--- src/rtl/pc_pkg.sv ---
// Shared types and default constants for the pc_gen program-counter generator.
package pc_pkg;

  typedef enum logic [1:0] {
    ST_BOOT = 2'd0,
    ST_RUN  = 2'd1,
    ST_HALT = 2'd2
  } pc_state_e;

  localparam logic [31:0] PC_RESET_VEC = 32'h0040_0000;
  localparam logic [31:0] PC_EXC_VEC   = 32'h0040_0004;
  localparam int          PC_INC       = 4;

  // A fetch target must be word aligned; any set low bit is a misalignment.
  function automatic logic is_misaligned(input logic [1:0] low_bits);
    return (low_bits != 2'b00);
  endfunction

endpackage

--- src/rtl/pc_gen_if.sv ---
// Fetch/redirect bundle between pc_gen (master) and the fetch/branch side (slave).
// misalign_exc exists only when PC_ALIGN_CHK_EN is defined.
interface pc_gen_if #(parameter int WIDTH = 32) ();
  logic             ena;
  logic             pc_ready;
  logic             redir_valid;
  logic [WIDTH-1:0] redir_target;
  logic             halt_req;
  logic [WIDTH-1:0] data_out;
  logic             pc_valid;
  logic             redir_pending;
  logic             halted;
`ifdef PC_ALIGN_CHK_EN
  logic             misalign_exc;

  modport master (
    input  ena, pc_ready, redir_valid, redir_target, halt_req,
    output data_out, pc_valid, redir_pending, halted, misalign_exc
  );
  modport slave (
    output ena, pc_ready, redir_valid, redir_target, halt_req,
    input  data_out, pc_valid, redir_pending, halted, misalign_exc
  );
`else
  modport master (
    input  ena, pc_ready, redir_valid, redir_target, halt_req,
    output data_out, pc_valid, redir_pending, halted
  );
  modport slave (
    output ena, pc_ready, redir_valid, redir_target, halt_req,
    input  data_out, pc_valid, redir_pending, halted
  );
`endif
endinterface

--- src/rtl/pc_redir_hold.sv ---
// Holds one deferred redirect target; a new capture overwrites (last wins),
// clear drops it once the target has been applied.
module pc_redir_hold #(
  parameter int WIDTH = 32
) (
  input  logic             clk,
  input  logic             rst,
  input  logic             capture,
  input  logic             clear,
  input  logic [WIDTH-1:0] target,
  output logic             pend_valid,
  output logic [WIDTH-1:0] pend_target
);

  // Pending flag and target register; capture takes precedence over clear.
  always_ff @(posedge clk or posedge rst) begin
    if (rst) begin
      pend_valid  <= 1'b0;
      pend_target <= '0;
    end else if (capture) begin
      pend_valid  <= 1'b1;
      pend_target <= target;
    end else if (clear) begin
      pend_valid  <= 1'b0;
      pend_target <= pend_target;
    end else begin
      pend_valid  <= pend_valid;
      pend_target <= pend_target;
    end
  end

endmodule

--- src/rtl/pc_gen.sv ---
// Program-counter generator with valid/ready fetch handshake, deferred redirects
// and HALT. Optional alignment trap enabled by defining PC_ALIGN_CHK_EN.
module pc_gen
  import pc_pkg::*;
#(
  parameter int               WIDTH     = 32,
  parameter logic [WIDTH-1:0] RESET_VEC = WIDTH'(PC_RESET_VEC),
`ifdef PC_ALIGN_CHK_EN
  parameter logic [WIDTH-1:0] EXC_VEC   = WIDTH'(PC_EXC_VEC),
`endif
  parameter int               INC       = PC_INC
) (
  input  logic     clk,
  input  logic     rst,
  pc_gen_if.master bus
);

  pc_state_e        state, state_nxt;
  logic [WIDTH-1:0] pc, pc_nxt;
  logic             valid, valid_nxt;
  logic             halt_flag, halt_nxt;
  logic             exc_flag, exc_nxt;
  logic             capture, clear;
  logic             pend_valid;
  logic [WIDTH-1:0] pend_target;
  logic             have_target;
  logic [WIDTH-1:0] sel_target;
  logic [WIDTH-1:0] applied_target;
  logic             target_bad;

  pc_redir_hold #(.WIDTH(WIDTH)) u_hold (
    .clk         (clk),
    .rst         (rst),
    .capture     (capture),
    .clear       (clear),
    .target      (bus.redir_target),
    .pend_valid  (pend_valid),
    .pend_target (pend_target)
  );

  // Live redirect beats a held one; the held one is discarded when both exist.
  always_comb begin
    have_target = bus.redir_valid | pend_valid;
    sel_target  = bus.redir_valid ? bus.redir_target : pend_target;
`ifdef PC_ALIGN_CHK_EN
    target_bad     = is_misaligned(sel_target[1:0]);
    applied_target = target_bad ? EXC_VEC : sel_target;
`else
    target_bad     = 1'b0;
    applied_target = sel_target;
`endif
  end

  // Next-state, next-PC and redirect hold control.
  always_comb begin
    state_nxt = state;
    pc_nxt    = pc;
    capture   = 1'b0;
    clear     = 1'b0;
    exc_nxt   = 1'b0;
    if (!bus.ena) begin
      // Frozen: only redirect capture stays live.
      capture = bus.redir_valid;
    end else begin
      case (state)
        ST_BOOT: begin
          state_nxt = ST_RUN;
          capture   = bus.redir_valid;
        end
        ST_RUN: begin
          if (have_target) begin
            pc_nxt  = applied_target;
            clear   = 1'b1;
            exc_nxt = target_bad;
          end else if (bus.pc_ready) begin
            pc_nxt = pc + WIDTH'(INC);
          end else begin
            pc_nxt = pc;
          end
          if (bus.halt_req) begin
            state_nxt = ST_HALT;
          end else begin
            state_nxt = ST_RUN;
          end
        end
        ST_HALT: begin
          if (have_target) begin
            pc_nxt    = applied_target;
            clear     = 1'b1;
            exc_nxt   = target_bad;
            state_nxt = ST_RUN;
          end else begin
            state_nxt = ST_HALT;
          end
        end
        default: begin
          state_nxt = ST_BOOT;
        end
      endcase
    end
    valid_nxt = (state_nxt == ST_RUN);
    halt_nxt  = (state_nxt == ST_HALT);
  end

  // State, PC and registered status outputs.
  always_ff @(posedge clk or posedge rst) begin
    if (rst) begin
      state     <= ST_BOOT;
      pc        <= RESET_VEC;
      valid     <= 1'b0;
      halt_flag <= 1'b0;
      exc_flag  <= 1'b0;
    end else begin
      state     <= state_nxt;
      pc        <= pc_nxt;
      valid     <= valid_nxt;
      halt_flag <= halt_nxt;
      exc_flag  <= exc_nxt;
    end
  end

  assign bus.data_out      = pc;
  assign bus.pc_valid      = valid;
  assign bus.halted        = halt_flag;
  assign bus.redir_pending = pend_valid;
`ifdef PC_ALIGN_CHK_EN
  assign bus.misalign_exc  = exc_flag;
`else
  logic unused_exc;
  assign unused_exc = exc_flag;
`endif

endmodule

--- src/flat_wrapper.sv ---
// flat-port wrapper written by rule: the top's interface ports become plain ports
module pc_gen_flat import pc_pkg::*;
#(
  parameter int               WIDTH     = 32,
  parameter logic [WIDTH-1:0] RESET_VEC = WIDTH'(PC_RESET_VEC),

  parameter int               INC       = PC_INC
)
  (clk, rst, bus_ena, bus_pc_ready, bus_redir_valid, bus_redir_target, bus_halt_req, bus_data_out, bus_pc_valid, bus_redir_pending, bus_halted);
  pc_gen_if #(.WIDTH(WIDTH)) bus_i ();
  input  logic clk;
  input  logic rst;
  input wire logic [$bits(bus_i.ena)-1:0] bus_ena;
  input wire logic [$bits(bus_i.pc_ready)-1:0] bus_pc_ready;
  input wire logic [$bits(bus_i.redir_valid)-1:0] bus_redir_valid;
  input wire logic [$bits(bus_i.redir_target)-1:0] bus_redir_target;
  input wire logic [$bits(bus_i.halt_req)-1:0] bus_halt_req;
  output wire logic [$bits(bus_i.data_out)-1:0] bus_data_out;
  output wire logic [$bits(bus_i.pc_valid)-1:0] bus_pc_valid;
  output wire logic [$bits(bus_i.redir_pending)-1:0] bus_redir_pending;
  output wire logic [$bits(bus_i.halted)-1:0] bus_halted;
  assign bus_i.ena = bus_ena;
  assign bus_i.pc_ready = bus_pc_ready;
  assign bus_i.redir_valid = bus_redir_valid;
  assign bus_i.redir_target = bus_redir_target;
  assign bus_i.halt_req = bus_halt_req;
  assign bus_data_out = bus_i.data_out;
  assign bus_pc_valid = bus_i.pc_valid;
  assign bus_redir_pending = bus_i.redir_pending;
  assign bus_halted = bus_i.halted;
  pc_gen #(.WIDTH(WIDTH), .RESET_VEC(RESET_VEC), .INC(INC)) u_core (.clk(clk), .rst(rst), .bus(bus_i));
endmodule
--- config.mk ---
export PLATFORM = sky130hd
export DESIGN_NAME = pc_gen_flat
export DESIGN_NICKNAME = d
export VERILOG_FILES = /design/src/rtl/pc_pkg.sv /design/src/rtl/pc_gen_if.sv /design/src/rtl/pc_redir_hold.sv /design/src/rtl/pc_gen.sv /design/src/flat_wrapper.sv
export SDC_FILE = /design/constraint.sdc
export NUM_CORES = 1
export LEC_CHECK = 0
export CORE_ASPECT_RATIO = 1.75
export CORE_UTILIZATION = 55
export CTS_CLUSTER_DIAMETER = 50
export DETAILED_ROUTE_END_ITERATION = 10
export GPL_TIMING_DRIVEN = 1
export PLACE_DENSITY = 0.84
export SLEW_MARGIN = 20
export SYNTH_ARGS = -nofsm -noshare
export SYNTH_HDL_FRONTEND = slang
export SYNTH_SLANG_ARGS = --single-unit
--- constraint.sdc ---
create_clock -name clk -period 4.7 [get_ports clk]
set_clock_uncertainty 0.15 [all_clocks]
set_input_delay 0.705 -clock clk [delete_from_list [all_inputs] [get_ports clk]]
set_output_delay 0.705 -clock clk [all_outputs]
set_load 0.005 [all_outputs]
[Yosys cells after proc, flatten, opt, wreduce, memory -nomap -nowiden]
Index checks and enable logic that the tools add are counted.
Word-level totals
  register bits after elaboration: 69
  input port bits: 38
  output and inout port bits: 35
Cells by class
  add/subtract/negate cells: 1
  equality and inequality tests: 6
  multiplexer cells: 16
  bitwise logic cells: 1
  reduce and logical (&&, ||, !) cells: 5
Operators with widths (number)
  $mux W32: 4
  $pmux W32 S2: 1
  $add A32 B3 Y32 const B: 1
  $mux W1: 7
  $mux W2: 3
  $pmux W2 S3: 1
  $eq A2 B1 Y1 const B: 2
  $eq A2 B2 Y1 const B: 2
  $reduce_and A4 Y1: 1
  $reduce_bool A2 Y1: 2
  $ne A3 B2 Y1 const B: 1
  $logic_not A2 Y1: 1
  $ne A2 B1 Y1 const B: 1
  $reduce_or A2 Y1: 1
  $or A1 B1 Y1: 1

[Logic depth before layout (Yosys ltp)]
  depth in word-level cells: 6
  mapped depth: 8
  depth with buffers taken out: 7

[Modules after synthesis]
A second synthesis with hierarchy kept.
Second synthesis, totals
  cell total of the unflattened synthesis: 390
  area total of the unflattened synthesis: 4127.7 sq um
By module, submodules not included
  pc_gen: instances 1, cells an instance 318, area an instance 2746.4 sq um
  pc_redir_hold: instances 1, cells an instance 72, area an instance 1381.3 sq um

[Worst setup path before layout]
No wires, ideal clock.
  path kind: input port to flip-flop
  start point: input port bus_redir_valid
  end point: register u_core.pc[2], in the netlist u_core.bus.data_out[2]
  setup time: 0.124 ns
  arrival time: 2.088 ns
  data required time: 4.426 ns
  setup slack: 2.338 ns
  stages: 7
  buffers on the path: 2
  cell sequence: clkbuf_1 -> nor2_1 -> o21ai_1 -> nand2_1 -> clkbuf_1 -> nor3_1 -> a211o_1
On the way
  word-level cells in the longest chain between the ends: 3
  elaborated cells between the ends (all ways): 8
  those cells by class: eq/ne: 2; mux: 4; bitwise: 1; reduce/logical: 1
RTL lines
  start: declaration: line flat_wrapper.sv:15  | input wire logic [$bits(bus_i.redir_valid)-1:0] bus_redir_valid;
  $or A1 B1 Y1 / $mux W32 (equally long branches): line pc_gen.sv:43, pc_gen.sv:44
  $ne A3 B2 Y1 (no line), or another cell as far along
  $reduce_and A4 Y1 (no line) / $pmux W32 S2 (equally long branches)
  end signal: assignment: line pc_gen.sv:115  | pc <= pc_nxt;
  end: declaration: line pc_gen.sv:19  | logic [WIDTH-1:0] pc, pc_nxt;
Parallel ways exist; a longest one is shown, timed or not. The select of a mux whose other input is x is not followed.
A chain may end at the register's enable or synchronous reset.

[Worst setup path in the final report]
  start point: input port bus_redir_valid
  end point: register u_core.pc[25], in the netlist u_core.bus.data_out[25]
Same word-level chain as after synthesis.

==> metrics.csv <==
metric;value;unit
status;finished, final reports clean;
global_route_wire_length_before_repair;16950;µm
fillerInstances;516;
synth_top_cell_by_area;sky130_fd_sc_hd__dfrtp_1;
fp.dieW;65.10;µm
floorplan.die.height;112.4;µm
cts.htree.levels;3;
crit_arrival;3.38;ns
clkLatencyLatePin;0.33;ns
flow.area_growth_from_synthesis;26.84;%
max_freq;303.8;MHz
start_util;57.75;%
cap_viol_max_count;0;
synth_common_cells;sky130_fd_sc_hd__dfrtp_1, sky130_fd_sc_hd__mux2_2, sky130_fd_sc_hd__nand2_1;
synth_edf_count;0;
io-pin-count;73;
synth.yosys.seq_area_share;45.09;%
first_iter_violations;310;
drt_drc_violations_left;0;
clock_sink_count;69;
max_slew.worst_pin.slew;1.052;ns
syn_inst;395;
grt_antenna_before_repair;0;
leading_cell_types_by_total_area_after_synthesis;sky130_fd_sc_hd__dfrtp_1, sky130_fd_sc_hd__mux2_2, sky130_fd_sc_hd__a21oi_1;
relative_slew_margins;29.85;%
ant_nets;0;
grt_setup_unrepaired;no;
placement.io_buffers;72;
crit_path_start_kind;input port;
hold_viol;0;
max_fo_critical_path;45;
synth_largest_type_area_fraction;44.40;%
grt_overflow;0;
avgSynthCellArea;9.702;µm²
via_total_after_detailed_routing;3416;
detail_route.wirelength;10290;µm
n_antenna_cell;0;
tns;0;ns
cts_tree;yes;
dp.final_hpwl;7192;µm
hold_path.class;reg2reg;
power_per_cell_area;606.2;mW/mm²
synth.lib_cells_used.distinct;46;
track_usage;30.83;%
maximum_number_of_pins_on_one_net_before_global_route_repair;46;
globalplace.congestion;0.9165;
cts_post_setup_buffers_inserted;0;
ctsRootBufferMaster;sky130_fd_sc_hd__clkbuf_16;
finalSetupViolations;0;
yosys_register_bits;69;
finalMaxSlewViolations;0;
row_cnt;39;
vias_per_cell;6.291;
most_repeated_cell_in_the_gate_level_netlist_after_synthesis;sky130_fd_sc_hd__dfrtp_1;
cp-end-kind;flop;
nets;500;
fp.coreArea;0.006636;mm²
min_period_over_period;70.04;%
grt_pass1_vias;3425;
ir_worst_vdd;0.3449;mV
synth_fp_nets;438;
cts_resized;0;
clkSlewWorstSetupHoldPaths;0.05;ns
power.leakage;0.001949;µW
ys.warnings.count;0;
drt_pass1_iterations;6;
synth_area;0.003832;mm²
fin_util;73.25;%
final.min_clock_period;3.292;ns
worst-setup-path-type;in2reg;
required;4.79;ns
die_area;0.007319;mm²
postSynth.topFlopCell;sky130_fd_sc_hd__dfrtp_1;
wl_per_cell;18.94;µm
layout-drive-gt1-share;15.62;%
ys_async_sr_fraction;100.0;%
max-clock-path-buffers;2;
numCtsBuffers;9;
postCtsHoldBufs;0;
[path summary, 6_finish.rpt]
| path | depth (start not counted) | start | to | slack (ns) |
|---|---|---|---|---|
| max in group asynchronous | 3 | rst | u_core.u_hold.pend_target[27]$_DFFE_PP0P_ | 2.77 |
| worst min-delay path | 2 | u_core.u_hold.pend_target[19]$_DFFE_PP0P_ | u_core.u_hold.pend_target[19]$_DFFE_PP0P_ | 0.34 |
| worst min register to register | 2 | u_core.u_hold.pend_target[19]$_DFFE_PP0P_ | u_core.u_hold.pend_target[19]$_DFFE_PP0P_ | 0.34 |
| min in group asynchronous | 2 | rst | u_core.u_hold.pend_target[11]$_DFFE_PP0P_ | 0.72 |
| worst max-delay path | 6 | bus_redir_valid | u_core.bus.data_out[25]$_DFFE_PP0P_ | 1.41 |
| worst max register to register | 8 | u_core.state[0]$_DFF_PP0_ | u_core.bus.data_out[28]$_DFFE_PP0P_ | 2.01 |
[power breakdown]
part,internal (µW),total (µW),switching (µW)
Sequential,845,1120,274
Combinational,634,1220,586
Clock,366,607,241
[stage by stage]
step | instances | total power (µW) | instance area [µm²] | setup slack [ns] | hold WS, ns
2_1_floorplan | 395 | 1777 | 3832 | 2.107 | 0.3013
3_3_place_gp | 528 | 2276 | 4593 | 1.185 | 0.3155
3_5_place_dp | 528 | 2321 | 4593 | 1.070 | 0.3316
4_1_cts | 543 | 2942 | 4861 | 1.455 | 0.3406
5_1_grt | 543 | 3136 | 4861 | 1.128 | 0.3586
6_report | 543 | 2947 | 4861 | 1.408 | 0.3396
[cell type report]
class	count	area, µm²	share of cell area (%)
clock buffer	11	242.7	4.994
multi-input combinational	293	1987	40.88
clock inverter	4	25.02	0.5148
inverter	8	30.03	0.6178
sequential	69	1728	35.55
timing repair buffer	76	745.7	15.34
tap	82	102.6	2.111
[per-layer routing]
metal / global-route usage (%) / up-vias / routed length, µm
met2: 54.24 / 159 / 5529
met5: 0 / - / 0
met1: 33.71 / 1628 / 3719
met4: 17.68 / 0 / 469
met3: 5.691 / 37 / 566
li1: - / 1592 / -
[flip-flops by register name (all words and copies together), names as in the netlist]
name and cells:
u_core.bus.halted 1, u_core.state 2, u_core.u_hold.pend_valid 1, u_core.bus.data_out 32
u_core.u_hold.pend_target 32, u_core.bus.pc_valid 1
[cells in the final DEF, fill, tap and decap left out, types with 5 or more instances in the layout]
master	n
sky130_fd_sc_hd__a21oi_1	37
sky130_fd_sc_hd__a311oi_1	5
sky130_fd_sc_hd__and3_1	5
sky130_fd_sc_hd__clkbuf_16	9
sky130_fd_sc_hd__clkdlybuf4s50_1	71
sky130_fd_sc_hd__dfrtp_1	68
sky130_fd_sc_hd__ha_1	5
sky130_fd_sc_hd__inv_1	7
sky130_fd_sc_hd__mux2_2	43
sky130_fd_sc_hd__mux2i_1	15
sky130_fd_sc_hd__nand2_1	38
sky130_fd_sc_hd__nand3_1	22
sky130_fd_sc_hd__nand4_1	5
sky130_fd_sc_hd__nor2_1	19
sky130_fd_sc_hd__nor2b_1	7
sky130_fd_sc_hd__nor3_1	16
sky130_fd_sc_hd__nor4_1	5
sky130_fd_sc_hd__o21ai_0	13
sky130_fd_sc_hd__o22a_1	5
sky130_fd_sc_hd__o22ai_1	5
[kinds of logic after synthesis]
logic type	synth area share, %
DFF	45.09
adders and majority gates	1.632
muxes	16.55
and+or+nand+nor	17.63
AOI/OAI and AO/OA	15.80
buffers and inverters	3.297
[worst max-delay path, stage by stage]
cell and delay, ns:
sky130_fd_sc_hd__buf_2 0.73, sky130_fd_sc_hd__nor2_1 0.35, sky130_fd_sc_hd__o21ai_1 0.25, sky130_fd_sc_hd__and2_1 0.86
sky130_fd_sc_hd__o32ai_1 0.22, sky130_fd_sc_hd__nor3_1 0.24
Note: power is estimated with default switching activity, not from simulation.
==> RTL edit (same settings) <==
Encoding of `pc_state_e`: now one-hot (3 bits for 3 states).
--- a/src/rtl/pc_pkg.sv
+++ b/src/rtl/pc_pkg.sv
@@ -1,10 +1,10 @@
 // Shared types and default constants for the pc_gen program-counter generator.
 package pc_pkg;
 
-  typedef enum logic [1:0] {
-    ST_BOOT = 2'd0,
-    ST_RUN  = 2'd1,
-    ST_HALT = 2'd2
+  typedef enum logic [2:0] {
+    ST_BOOT = 3'b001,
+    ST_RUN  = 3'b010,
+    ST_HALT = 3'b100
   } pc_state_e;
 
   localparam logic [31:0] PC_RESET_VEC = 32'h0040_0000;
Behaviour: same outputs for any inputs over 4 cycles, from zero or initial values and one cycle with rst high; so few cycles prove little.
==> RTL edit against the original RTL <==
Critical path depth is the same; die area grew 8.8%; synthesized area grew 9.0%; cell area grew 7.5%; power grew 2.3%; worst setup slack gained 0.47 ns; wire length grew 7.5%; sequential cell count grew 1; largest cell class unchanged; clock power grew 20%.
==> RTL edit: results (changes against the original RTL) <==
Outcome: finished, final reports clean (unchanged)
1st-pass router iterations: 5 (was 6)
Worst VDD drop: 0.000337 V (was 0.000345 V)
Worst Hold End: u_core.u_hold.pend_target[11]$_DFFE_PP0P_ (was u_core.u_hold.pend_target[19]$_DFFE_PP0P_)
Largest net degree at the start of global routing: 39 (was 46)
Worst-path clk slew: 0.06 ns
CTS H-tree depth: 3 (unchanged)
Detailed placer's ending HPWL: 7640 µm (was 7190 µm)
CTS resizes: 0 (unchanged)
Worst flop-to-flop path startpoint: u_core.state[1]$_DFF_PP0_ (was u_core.state[0]$_DFF_PP0_)
Psw: 0.00106 W (was 0.00110 W)
Met1 Resource Use GR: 33.7% (about the same)
Layout Nets: 503 (was 500)
Setup bufs post-CTS: 0 (unchanged)
Net count after synthesis: 443 (was 438)
Share of cells above drive strength 1: 16.2% (was 15.6%)
FF-to-FF setup slack: 2.18 ns (was 2.01 ns)
Total CTS buffers: 9 (unchanged)
Antenna cells: 0 (unchanged)
Vias in the first global route: 3653 (was 3425)
Number of antenna violations at the first check in global routing: 0 (unchanged)
Worst reg2reg path depth: 5 (was 8)
M3 GR Usage: 4.46% (was 5.69%)
Global-route total usage across every layer: 29.9% (was 30.8%)
Static leakage: 2.04 nW (was 1.95 nW)
First-pass GRT wire length: 17400 µm (was 16900 µm)
Async SR Flop Fraction: 100% (unchanged)
Total Wirelength: 11100 µm (was 10300 µm)
CTS root buffer: clkbuf_16 (unchanged)
Warnings, synthesis: 0 (unchanged)
Synth cell types: 57 (was 46)
Hold Crit Class: reg -> reg (unchanged)
Arrival time at the worst endpoint: 2.88 ns (was 3.38 ns)
Clock latency on the worst-skew pair: 0.34 ns
Routing usage on met2: 51.2% (was 54.2%)
GPL Wtd Cong: 0.918 (was 0.917)
Vias per cell: 6.82 (was 6.29)
Hold path depth: 1 (was 2)
Worst path max stage delay: 0.63 ns (was 0.86 ns)
Iteration-0 DRC Markers: 372 (was 310)
Worst-case clock buffer depth: 2 (unchanged)
Largest cells by area after synthesis: dfrtp_1, mux2_2, mux2i_1 (was dfrtp_1, mux2_2, a21oi_1)
Sequential share of the synthesized area: 42.0% (was 45.1%)
Top post-synthesis cells by count: dfrtp_1, mux2i_1, mux2_2, a21oi_1, o21ai_0 (was dfrtp_1, mux2_2, nand2_1, a21oi_1, nand3_1)
Critical path fanouts, max: 30 (was 45)
Slowest cell on crit path: clkdlybuf4s50_1 (was and2_1)
Hold_sp: u_core.u_hold.pend_target[11]$_DFFE_PP0P_ (was u_core.u_hold.pend_target[19]$_DFFE_PP0P_)
R2R Path End: u_core.bus.data_out[31]$_DFFE_PP0P_ (was u_core.bus.data_out[28]$_DFFE_PP0P_)
IO Port Bufs: 72 (unchanged)
Slew HR: 42.3% (was 29.9%)
[RTL edit: cell types whose count changed after synthesis, sizes merged, moves of 9 or more]
cell | unedited run | this run
a21oi | 37 | 25
buf | 5 | 21
clkbuf | 20 | 11
mux2i | 15 | 37
nand2 | 38 | 7
nand4 | 5 | 20
o21ai | 15 | 25
[RTL edit: stage by stage]
| step | worst slack (ns) | util (%) | instances | instance area, µm² | hold WS (ns) |
|---|---|---|---|---|---|
| detailed placement | 1.59 | 67.4 | 539 | 4910 | 0.342 |
| global route | 1.68 | 71.8 | 555 | 5230 | 0.369 |
| global placement | 1.66 | 67.4 | 539 | 4910 | 0.329 |
| finish | 1.88 | 71.8 | 555 | 5230 | 0.352 |
| floorplan | 2.08 | - | 404 | 4180 | 0.321 |
| CTS | 1.91 | 71.8 | 555 | 5230 | 0.354 |
[RTL edit: logic make-up (layout without fill, tap and decap cells)]
logic type      after synthesis  after routing  synth area share, %
compound gates              108            108                 18.1
buf+inv                      39            104                 4.40
mux                          72             72                 18.3
flops                        70             70                 42.0
simple gates                114            114                 16.9
fa+ha+maj                     1              1                0.299
[RTL edit: how the worst max path moves through the flow]
stage | startpoint | end | slack [ns] | depth (start not counted)
2_1_floorplan | rst | u_core.bus.data_out[0]$_DFFE_PP0P_ | 2.08 | 1
3_3_place_gp | bus_ena | u_core.bus.data_out[24]$_DFFE_PP0P_ | 1.66 | 6
3_5_place_dp | bus_ena | u_core.bus.data_out[25]$_DFFE_PP0P_ | 1.59 | 6
4_1_cts | bus_ena | u_core.bus.data_out[24]$_DFFE_PP0P_ | 1.91 | 6
5_1_grt | bus_ena | u_core.bus.data_out[29]$_DFFE_PP0P_ | 1.68 | 6
6_report | bus_ena | u_core.bus.data_out[31]$_DFFE_PP0P_ | 1.88 | 6
[RTL edit: layout make-up]
class | count | area [µm²]
multi-input cells | 295 | 2240
fillers | 522 | 2060
flip-flops and latches | 70 | 1750
repair buffers | 81 | 783
clock buffers | 12 | 246
well taps | 86 | 108
clock inverters | 4 | 70.1
inverters | 7 | 26.3
[RTL edit: power groups by stage]
stage / registers (W) / clock network [W] / logic, W
6_report: 0.00116 / 0.000728 / 0.00113
5_1_grt: 0.00119 / 0.000759 / 0.00123
4_1_cts: 0.00115 / 0.000739 / 0.00113
3_5_place_dp: 0.00115 / 0 / 0.00112
3_3_place_gp: 0.00114 / 0 / 0.00109
2_1_floorplan: 0.00107 / 0 / 0.000689
[RTL edit: critical path, delay by kind of cell]
| kind | cells | cell delay (ns) |
|---|---|---|
| AOI/OAI and AO/OA | 2 | 0.73 |
| buffers and inverters | 2 | 1.06 |
| muxes | 1 | 0.25 |
| and+or+nand+nor | 1 | 0.10 |
[RTL edit: layer usage]
metal	vias up	wire length [µm]
met5	-	0
met4	0	396
met3	34	653
met2	187	5830
met1	1856	4180
li1	1710	-
